`config.mk`:
```
export PLATFORM = sky130hd
export DESIGN_NAME = axi_ram_rd_ctrl
export DESIGN_NICKNAME = d
export VERILOG_FILES = /design/src/rtl/axi_ram_pkg.sv /design/src/rtl/ram_rd_fifo.sv /design/src/rtl/axi_ram_rd_ctrl.sv
export SDC_FILE = /design/constraint.sdc
export NUM_CORES = 1
export LEC_CHECK = 0
export CORE_ASPECT_RATIO = 0.8
export CORE_MARGIN = 4
export CORE_UTILIZATION = 28
export CTS_CLUSTER_DIAMETER = 120
export DETAILED_ROUTE_END_ITERATION = 7
export PLACE_DENSITY = 0.44
export SLEW_MARGIN = 20
export SYNTH_ARGS = -nofsm -noshare
export SYNTH_HDL_FRONTEND = slang
export SYNTH_SLANG_ARGS = --single-unit
```
`constraint.sdc`:
```
create_clock -name aclk_s -period 3.95 [get_ports aclk_s]
set_clock_uncertainty 0.1 [all_clocks]
set_input_delay 0.9875 -clock aclk_s [delete_from_list [all_inputs] [get_ports aclk_s]]
set_output_delay 0.9875 -clock aclk_s [all_outputs]
set_load 0.1 [all_outputs]
```
`src/rtl/axi_ram_pkg.sv`:
```
// axi_ram_pkg: burst/response encodings, FIFO depth and read FSM states shared by the AXI RAM read path
package axi_ram_pkg;
    localparam logic [1:0] BURST_FIXED = 2'b00;
    localparam logic [1:0] BURST_INCR  = 2'b01;
    localparam logic [1:0] BURST_WRAP  = 2'b10;
    localparam logic [1:0] RRESP_OKAY  = 2'b00;
    localparam int         FIFO_DEPTH  = 4;
    typedef enum logic {ST_IDLE, ST_BURST} rd_state_t;
endpackage

```
`src/rtl/ram_rd_fifo.sv`:
```
// ram_rd_fifo: 4-entry synchronous FIFO of packed {id, data, last} read beats with occupancy count
module ram_rd_fifo
    import axi_ram_pkg::*;
#(
    parameter int W = 37
) (
    input  logic                          aclk_s,
    input  logic                          rst_n,
    input  logic                          push,
    input  logic [W-1:0]                  din,
    input  logic                          pop,
    output logic [W-1:0]                  dout,
    output logic [$clog2(FIFO_DEPTH):0]   count
);
    localparam int PW = $clog2(FIFO_DEPTH);
    logic [W-1:0]  mem [FIFO_DEPTH];
    logic [PW-1:0] wp, rp;
    assign dout = mem[rp];
    // storage, pointers and count; simultaneous push and pop leave count unchanged
    always_ff @(posedge aclk_s or negedge rst_n) begin
        if (!rst_n) begin
            for (int i = 0; i < FIFO_DEPTH; i++) mem[i] <= '0;
            wp    <= '0;
            rp    <= '0;
            count <= '0;
        end else begin
            if (push) begin
                mem[wp] <= din;
                wp      <= wp + 1'b1;
            end
            if (pop) rp <= rp + 1'b1;
            count <= count + (PW+1)'(push) - (PW+1)'(pop);
        end
    end
endmodule

```
`src/rtl/axi_ram_rd_ctrl.sv`:
```
// axi_ram_rd_ctrl: AXI4 read front end of the RAM slave; AXI_RAM_WRAP_BURST_EN enables true WRAP bursts
module axi_ram_rd_ctrl
    import axi_ram_pkg::*;
#(
    parameter int ADDR_W = 32,
    parameter int DATA_W = 32,
    parameter int ID_W   = 4,
    parameter int RAM_AW = 12
) (
    input  logic              aclk_s,
    input  logic              rst_n,
    input  logic [ID_W-1:0]   s_arid,
    input  logic [ADDR_W-1:0] s_araddr,
    input  logic [7:0]        s_arlen,
    input  logic [2:0]        s_arsize,
    input  logic [1:0]        s_arburst,
    input  logic              s_arvalid,
    output logic              s_arready,
    output logic [ID_W-1:0]   s_rid,
    output logic [DATA_W-1:0] s_rdata,
    output logic [1:0]        s_rresp,
    output logic              s_rlast,
    output logic              s_rvalid,
    input  logic              s_rready,
    output logic              ram_rd_req,
    input  logic              ram_rd_ack,
    output logic [RAM_AW-1:0] ram_rd_addr,
    input  logic [DATA_W-1:0] ram_rdata
);
    localparam int LSB = $clog2(DATA_W/8);
    localparam int FW  = ID_W + DATA_W + 1;
    rd_state_t                    state, state_nx;
    logic [ADDR_W-1:0]            addr_q, addr_nx, step;
    logic [7:0]                   beats_left;
    logic [2:0]                   size_q, eff_size;
    logic [1:0]                   burst_q;
    logic [ID_W-1:0]              id_b, id_q;
    logic                         inflight, last_q, credit_ok, ar_fire, rd_fire;
    logic [$clog2(FIFO_DEPTH):0]  fifo_count;
    logic [FW-1:0]                head;
`ifdef AXI_RAM_WRAP_BURST_EN
    logic [7:0]                   len_q;
    logic [ADDR_W-1:0]            wrap_mask;
    logic                         wrap_ok;
`endif
    assign credit_ok   = (4'(fifo_count) + 4'(inflight)) < 4'(FIFO_DEPTH);
    assign ar_fire     = s_arvalid & s_arready;
    assign rd_fire     = ram_rd_req & ram_rd_ack;
    assign ram_rd_addr = addr_q[RAM_AW+LSB-1:LSB];
    assign s_rvalid    = fifo_count != '0;
    assign s_rresp     = RRESP_OKAY;
    assign {s_rid, s_rdata, s_rlast} = head;
    // state register
    always_ff @(posedge aclk_s or negedge rst_n) begin
        if (!rst_n) state <= ST_IDLE;
        else        state <= state_nx;
    end
    // accept AR in IDLE; in BURST request beats while the FIFO has room for them
    always_comb begin
        state_nx   = state;
        s_arready  = 1'b0;
        ram_rd_req = 1'b0;
        if (state == ST_IDLE) begin
            s_arready = 1'b1;
            if (s_arvalid) state_nx = ST_BURST;
        end else begin
            ram_rd_req = credit_ok;
            if (credit_ok && ram_rd_ack && beats_left == 8'd0) state_nx = ST_IDLE;
        end
    end
    // next beat address; oversize transfers step by the bus width
    always_comb begin
        eff_size = (size_q > 3'(LSB)) ? 3'(LSB) : size_q;
        step     = ADDR_W'(1) << eff_size;
`ifdef AXI_RAM_WRAP_BURST_EN
        wrap_mask = ((ADDR_W'(len_q) + ADDR_W'(1)) << eff_size) - ADDR_W'(1);
        wrap_ok   = burst_q == BURST_WRAP &&
                    (len_q == 8'd1 || len_q == 8'd3 || len_q == 8'd7 || len_q == 8'd15);
        addr_nx   = (burst_q == BURST_FIXED) ? addr_q :
                    wrap_ok ? ((addr_q & ~wrap_mask) | ((addr_q + step) & wrap_mask)) :
                    addr_q + step;
`else
        addr_nx   = (burst_q == BURST_FIXED) ? addr_q : addr_q + step;
`endif
    end
    // burst context capture, per-beat advance and the one-cycle in-flight marker
    always_ff @(posedge aclk_s or negedge rst_n) begin
        if (!rst_n) begin
            addr_q     <= '0;
            beats_left <= '0;
            size_q     <= '0;
            burst_q    <= '0;
            id_b       <= '0;
            id_q       <= '0;
            last_q     <= 1'b0;
            inflight   <= 1'b0;
`ifdef AXI_RAM_WRAP_BURST_EN
            len_q      <= '0;
`endif
        end else begin
            inflight <= rd_fire;
            if (ar_fire) begin
                addr_q     <= s_araddr;
                beats_left <= s_arlen;
                size_q     <= s_arsize;
                burst_q    <= s_arburst;
                id_b       <= s_arid;
`ifdef AXI_RAM_WRAP_BURST_EN
                len_q      <= s_arlen;
`endif
            end
            if (rd_fire) begin
                last_q     <= beats_left == 8'd0;
                id_q       <= id_b;
                addr_q     <= addr_nx;
                beats_left <= beats_left - 8'd1;
            end
        end
    end
    ram_rd_fifo #(.W(FW)) u_fifo (
        .aclk_s (aclk_s),
        .rst_n  (rst_n),
        .push   (inflight),
        .din    ({id_q, ram_rdata, last_q}),
        .pop    (s_rvalid & s_rready),
        .dout   (head),
        .count  (fifo_count)
    );
endmodule

```
==> reports/qor.csv <==
metric,value,unit
fraction of layout cells with a size suffix above 1,0.3828,
maximum clock path buffer count,2,
CTS tree,yes,
"CTS clk-pin slew, worst paths",80,ps
Final Setup Violations,0,
Tmin final,3370,ps
Routed Wire Length,22610,um
Core ar.,0.03179,mm^2
most frequent cells in the layout,"dfrtp_1, mux2_2, clkdlybuf4s50_1",
maxcap violations,0,
"Hold-fix buffers, CTS",0,
TritonCTS Buffers,17,
postcts setup bufs,0,
Num Clock Sinks,193,
gr usage total,0.1312,
status,finished clean,
Post-synth EDFFs,0,
total die area,0.03562,mm^2
worst-path fanout max,5,
Yosys reg bits,193,
grt ovf,0,
fin nets,874,
synthesized cell area,0.009140,mm^2
crit path kind,reg2out,
critical path arrival,2280,ps
dpl hpwl,15410,um
Initial Util,0.2876,
initial antenna violation count,0,
# rows,58,
Detail Route Antenna Nets,0,
RSZ-0062 raised after global routing,false,
GP Congestion,0.7804,
Die W,210,um
Synth cell types,54,
Post-synth top flop,dfrtp_1,
Clock Latency Late Sink,430,ps
Max Slew Vio Count,0,
die height,169.6,um
critical path capture point type,output pin,
DR iter-0 viols,229,
I/O Buffers,119,
asr flop ratio synth,1.000,
fin crit share,0.8533,
Synth Instances,655,
Peak Freq,0.2967,GHz
Worst Path Required,2860,ps
via count,5737,
DRC,0,
Worst slew margin,0.3488,
largest net degree at the start of global routing,87,
Area Growth Syn to Fin,23.44,%
Ant. Diodes,0,
TritonRoute pass-1 iters,4,
htree depth,4,
vias in the first global route,6465,
CTS root buffer,clkbuf_16,
Ys Warns,0,
first-pass GRT wire length,36540,um
wire per inst,18.82,um
Syn Area/Cell,13.95,um^2
startpoint type of the worst setup path,flop,
"leading cell type in the layout, fill and taps excluded",dfrtp_1,
type of the worst min-delay path,reg2reg,
final hold violations,0,
via/cell ratio,4.777,
post-cts sizing count,0,
Post-Route Setup TNS,0,ps
sequential fraction of the synthesis area,0.5284,
I/O pin count,140,
Fillers,3069,
worst-margin pin slew,973.7,ps
[cell type report]
| cell class | instances | area, um^2 | share of cell area |
|---|---|---|---|
| inverter | 16 | 60.06 | 0.005323 |
| sequential | 193 | 4832 | 0.4283 |
| timing repair buffer | 134 | 1245 | 0.1103 |
| tap | 420 | 525.5 | 0.04658 |
| clock buffer | 19 | 442.9 | 0.03926 |
| clock inverter | 12 | 157.7 | 0.01397 |
| multi-input combinational | 407 | 4019 | 0.3562 |
[per-stage QoR]
| stage | utilization | setup WS, ps | hold slack (ps) | instances | cell area [um^2] |
|---|---|---|---|---|---|
| after floorplan | - | 1124 | 338.6 | 661 | 9163 |
| after detailed placement | 0.3360 | 714.1 | 359.3 | 1170 | 10680 |
| after global placement | 0.3360 | 709.7 | 357.7 | 1170 | 10680 |
| after CTS | 0.3549 | 509.1 | 376.7 | 1201 | 11280 |
| final | 0.3549 | 579.7 | 370.4 | 1201 | 11280 |
| after global routing | 0.3549 | 468.8 | 407.6 | 1201 | 11280 |
[worst paths after layout]
| kind | from | end | slack, ps | depth (start not counted) |
|---|---|---|---|---|
| worst max-delay path | u_fifo.count[1] | s_rvalid | 580 | 2 |
| worst min-delay path | id_b[3] | id_q[3] | 370 | 2 |
| worst max register to register | size_q[2] | addr_q[12] | 1040 | 11 |
| worst min register to register | id_b[3] | id_q[3] | 370 | 2 |
| max in group asynchronous | rst_n | u_fifo.mem[98] | 2300 | 2 |
| min in group asynchronous | rst_n | u_fifo.mem[47] | 530 | 1 |
[Yosys cell counts (3+ instances only)]
| library cell | instances | share of area |
|---|---|---|
| dfrtp_1 | 193 | 0.53 |
| mux2_2 | 155 | 0.19 |
| nand2_1 | 63 | 0.026 |
| mux4_2 | 37 | 0.091 |
| clkbuf_1 | 19 | 0.0078 |
| ha_1 | 17 | 0.023 |
| buf_4 | 15 | 0.012 |
| inv_1 | 15 | 0.0062 |
| nor2_1 | 13 | 0.0053 |
| o211ai_1 | 10 | 0.0082 |
| a2bb2oi_1 | 8 | 0.0077 |
| nand3_1 | 8 | 0.0044 |
| a22oi_1 | 7 | 0.0057 |
| o21ai_0 | 7 | 0.0038 |
| xor2_1 | 7 | 0.0067 |
| a21oi_1 | 6 | 0.0033 |
| buf_2 | 6 | 0.0033 |
| mux2i_1 | 5 | 0.0055 |
| o22ai_1 | 5 | 0.0034 |
| a211oi_1 | 4 | 0.0033 |
| a21o_1 | 3 | 0.0025 |
| nand2b_1 | 3 | 0.0021 |
| nand4_1 | 3 | 0.0021 |
[worst max-delay path, stage by stage, from the launching register on]
cell	delay, ps
dfrtp_1	440
or3_1	420
clkdlybuf4s50_1	980
[layer usage]
layer / global-route usage / share of wire
met4: 0.02808 / 0.0082
met1: 0.1777 / 0.47
met2: 0.2179 / 0.49
met3: 0.02975 / 0.036
met5: 0 / 0
[logic make-up after synthesis]
kind of cell | share of synthesized area
muxes | 0.2909
DFF | 0.5284
and+or+nand+nor | 0.05325
AOI/OAI and AO/OA | 0.05531
buffers and inverters | 0.03546
adders and majority gates | 0.02765
xor gates and xnor gates | 0.008625
other | 0.0004103
[state kept, by name (all words and copies together), names as in the netlist]
register	cells
beats_left	8
id_b	4
burst_q	2
u_fifo.count	3
state	1
last_q	1
addr_q	14
u_fifo.rp	2
u_fifo.wp	2
inflight	1
id_q	4
u_fifo.mem	148
size_q	3
Power is not shown: default switching activity piles up to over one toggle a cycle in this logic, so the estimate is an artifact.
==> patch: new RTL, same settings <==
Add a define of `AXI_RAM_WRAP_BURST_EN`.
--- a/src/rtl/axi_ram_rd_ctrl.sv
+++ b/src/rtl/axi_ram_rd_ctrl.sv
@@ -1,4 +1,6 @@
 // axi_ram_rd_ctrl: AXI4 read front end of the RAM slave; AXI_RAM_WRAP_BURST_EN enables true WRAP bursts
+`define AXI_RAM_WRAP_BURST_EN
+
 module axi_ram_rd_ctrl
     import axi_ram_pkg::*;
 #(
Formal check against the unedited RTL: not equivalent (a bounded check fails within 4 cycles, from zero or initial values and one cycle with rst_n low).
==> patch against the unedited design <==
Design area up 11%. Sequential cell count is 8 higher. Via count up 18%. Register-to-register slack got worse by 220 ps. Setup slack got worse by 120 ps. Core utilization up 0.065 points. Area after synthesis increased by 10%. Routed wire length grew 14%. Critical path type unchanged.
Power is not shown: default switching activity piles up to over one toggle a cycle in this logic, so the estimate is an artifact.
==> patch: results (changes against the unedited design) <==
GRT:
- The combined global-route utilization of all metal layers is 13.18% (was 13.12%).
- The number of global-route vias before repair came to 6,937 (was 6,465).
- The initial antenna violation count is 1 (was 0).
- The wire length of the first global-routing pass came to 40.89 mm (was 36.54 mm).
- The maximum number of pins on one net before global-route repair is 95 (was 87).

CTS:
- The library cell used as clock root buffer was sky130_fd_sc_hd__clkbuf_16 (unchanged).
- The number of H-tree branching levels came to 1 (was 4).
- The CTS buffer count is 23 (was 17).
- The buffer count from post-CTS setup fixing is 0 (unchanged).
- The clock transition at the registers of the reported paths is 60 ps (was 80 ps).
- The number of instances resized during post-cts repair is 0 (unchanged).
- The clock latency on the worst-skew pair is 530 ps (was 430 ps).
- The maximum clock insertion buffer count is 3 (was 2).

Placed design:
- The quantity of I/O buffers inserted on ports is 119 (unchanged).
- The post-DP HPWL is 17.17 mm (was 15.41 mm).
- The last weighted congestion value of the routability-driven placer is 0.7869 (was 0.7804).
- The pre-CTS setup slack is 853.5 ps (was 714.1 ps).

Logic synthesis:
- The Yosys warning count came to 0 (unchanged).
- Top post-synthesis cells by area: sky130_fd_sc_hd__dfrtp_1, sky130_fd_sc_hd__mux2_2, sky130_fd_sc_hd__mux4_2 (unchanged).
- The number of distinct library cells after synthesis is 59 (was 54).
- The top flip-flop cell by instance count after synthesis is sky130_fd_sc_hd__dfrtp_1 (unchanged).
- Post-synth top cells: sky130_fd_sc_hd__dfrtp_1, sky130_fd_sc_hd__mux2_2, sky130_fd_sc_hd__nand2_1 (unchanged).
- The proportion of register bits with asynchronous set or reset after synthesis is 100.0% (unchanged).
- The sequential-to-total area share from yosys stat is 49.94% (was 52.84%).

Detailed routing:
- The initial detailed-routing violation count is 359 (was 229).
- The routed length per placed instance is 18.29 um (was 18.82 um).
- The total vias in the final route is 6,753 (was 5,737).
- The number of search-and-repair iterations in the first detailed-routing pass is 4 (unchanged).

Outcome:
- Result of the run: completed (unchanged).

STA:
- The actual slew at the worst max-slew pin came to 985.0 ps (was 973.7 ps).

Worst setup path:
- The biggest fanout along the worst timing path is 14 (was 5).
- The launching element of the worst setup path is u_fifo.rp[0] (was u_fifo.count[1]).
- The startpoint of the lowest-slack register-to-register path is size_q[1] (was size_q[2]).

Finish:
- The final layout net count is 1,027 (was 874).
- Registers with the most flip-flops: u_fifo.mem x148, beats_left x8, len_q x8 (was u_fifo.mem x148, addr_q x14, beats_left x8).
- The share of layout cells above drive strength 1 came to 32.51% (was 38.28%).
- The antenna diode count is 0 (unchanged).

Min path:
- The type of the most critical hold path is reg2reg (unchanged).
- The startpoint of the tightest hold check path is id_b[2] (was id_b[3]).
## patch: changes by cell type after synthesis, moves of 5 or more
cell | unedited run | this run
sky130_fd_sc_hd__clkbuf_1 | 19 | 29
sky130_fd_sc_hd__a2bb2oi_1 | 8 | 0
sky130_fd_sc_hd__a21oi_1 | 6 | 22
sky130_fd_sc_hd__nand2_1 | 63 | 93
sky130_fd_sc_hd__nand3_1 | 8 | 14
sky130_fd_sc_hd__nor2_1 | 13 | 22
sky130_fd_sc_hd__inv_1 | 15 | 21
sky130_fd_sc_hd__dfrtp_1 | 193 | 201
sky130_fd_sc_hd__xnor2_1 | 2 | 11
sky130_fd_sc_hd__o21ai_0 | 7 | 33
sky130_fd_sc_hd__a22oi_1 | 7 | 2
sky130_fd_sc_hd__o21a_1 | 0 | 6
## patch: path summary, 6_finish.rpt
check,endpoint,slack (ps),cells after the start
min in group asynchronous,u_fifo.mem[84],460,1
worst max register to register,register,820,13
max in group asynchronous,u_fifo.mem[138],2550,2
worst max-delay path,s_rid[1],460,3
worst min-delay path,id_q[2],380,2
worst min register to register,id_q[2],380,2
## patch: critical path: stages, from the launching register on
cell and delay [ps]:
sky130_fd_sc_hd__dfrtp_2 700, sky130_fd_sc_hd__buf_4 300, sky130_fd_sc_hd__mux4_2 590, sky130_fd_sc_hd__buf_4 270
## patch: layout make-up
class                           count  area [um^2]
Multi-Input combinational cell    532         4701
Clock buffer                       34        666.9
Tap cell                          472        590.6
Clock inverter                      7        105.1
Fill cell                        3501        22620
Sequential cell                   201         5032
Inverter                           21        78.83
Timing Repair Buffer              140         1310
## patch: kinds of logic (layout without fill, tap and decap cells)
family / after synthesis / count (layout) / share of synthesized area, %
adder cells (fa/ha/maj): 22 / 22 / 2.882
multiplexers: 194 / 194 / 25.78
other: 1 / 7 / 0.03724
flip-flops: 201 / 201 / 49.94
buffers and inverters: 77 / 202 / 3.702
XOR/XNOR: 21 / 21 / 1.826
AND/OR/NAND/NOR: 171 / 171 / 8.063
AO/OA/AOI/OAI: 117 / 117 / 7.765
## patch: through the flow
step	std cells	cell area [um^2]	hold slack [ps]
2_1_floorplan	810	10090	338.6
3_3_place_gp	1366	11710	373.1
3_5_place_dp	1366	11710	374.3
4_1_cts	1407	12480	391.5
5_1_grt	1407	12480	406.1
6_report	1407	12480	379.5
## patch: routing by layer
layer,vias to the layer above,global-route usage (%),routed length (um)
met4,0,2.302,380
met2,131,19.92,11320
met3,27,2.670,1191
met5,-,0,0
li1,3159,-,-
met1,3436,19.78,12830
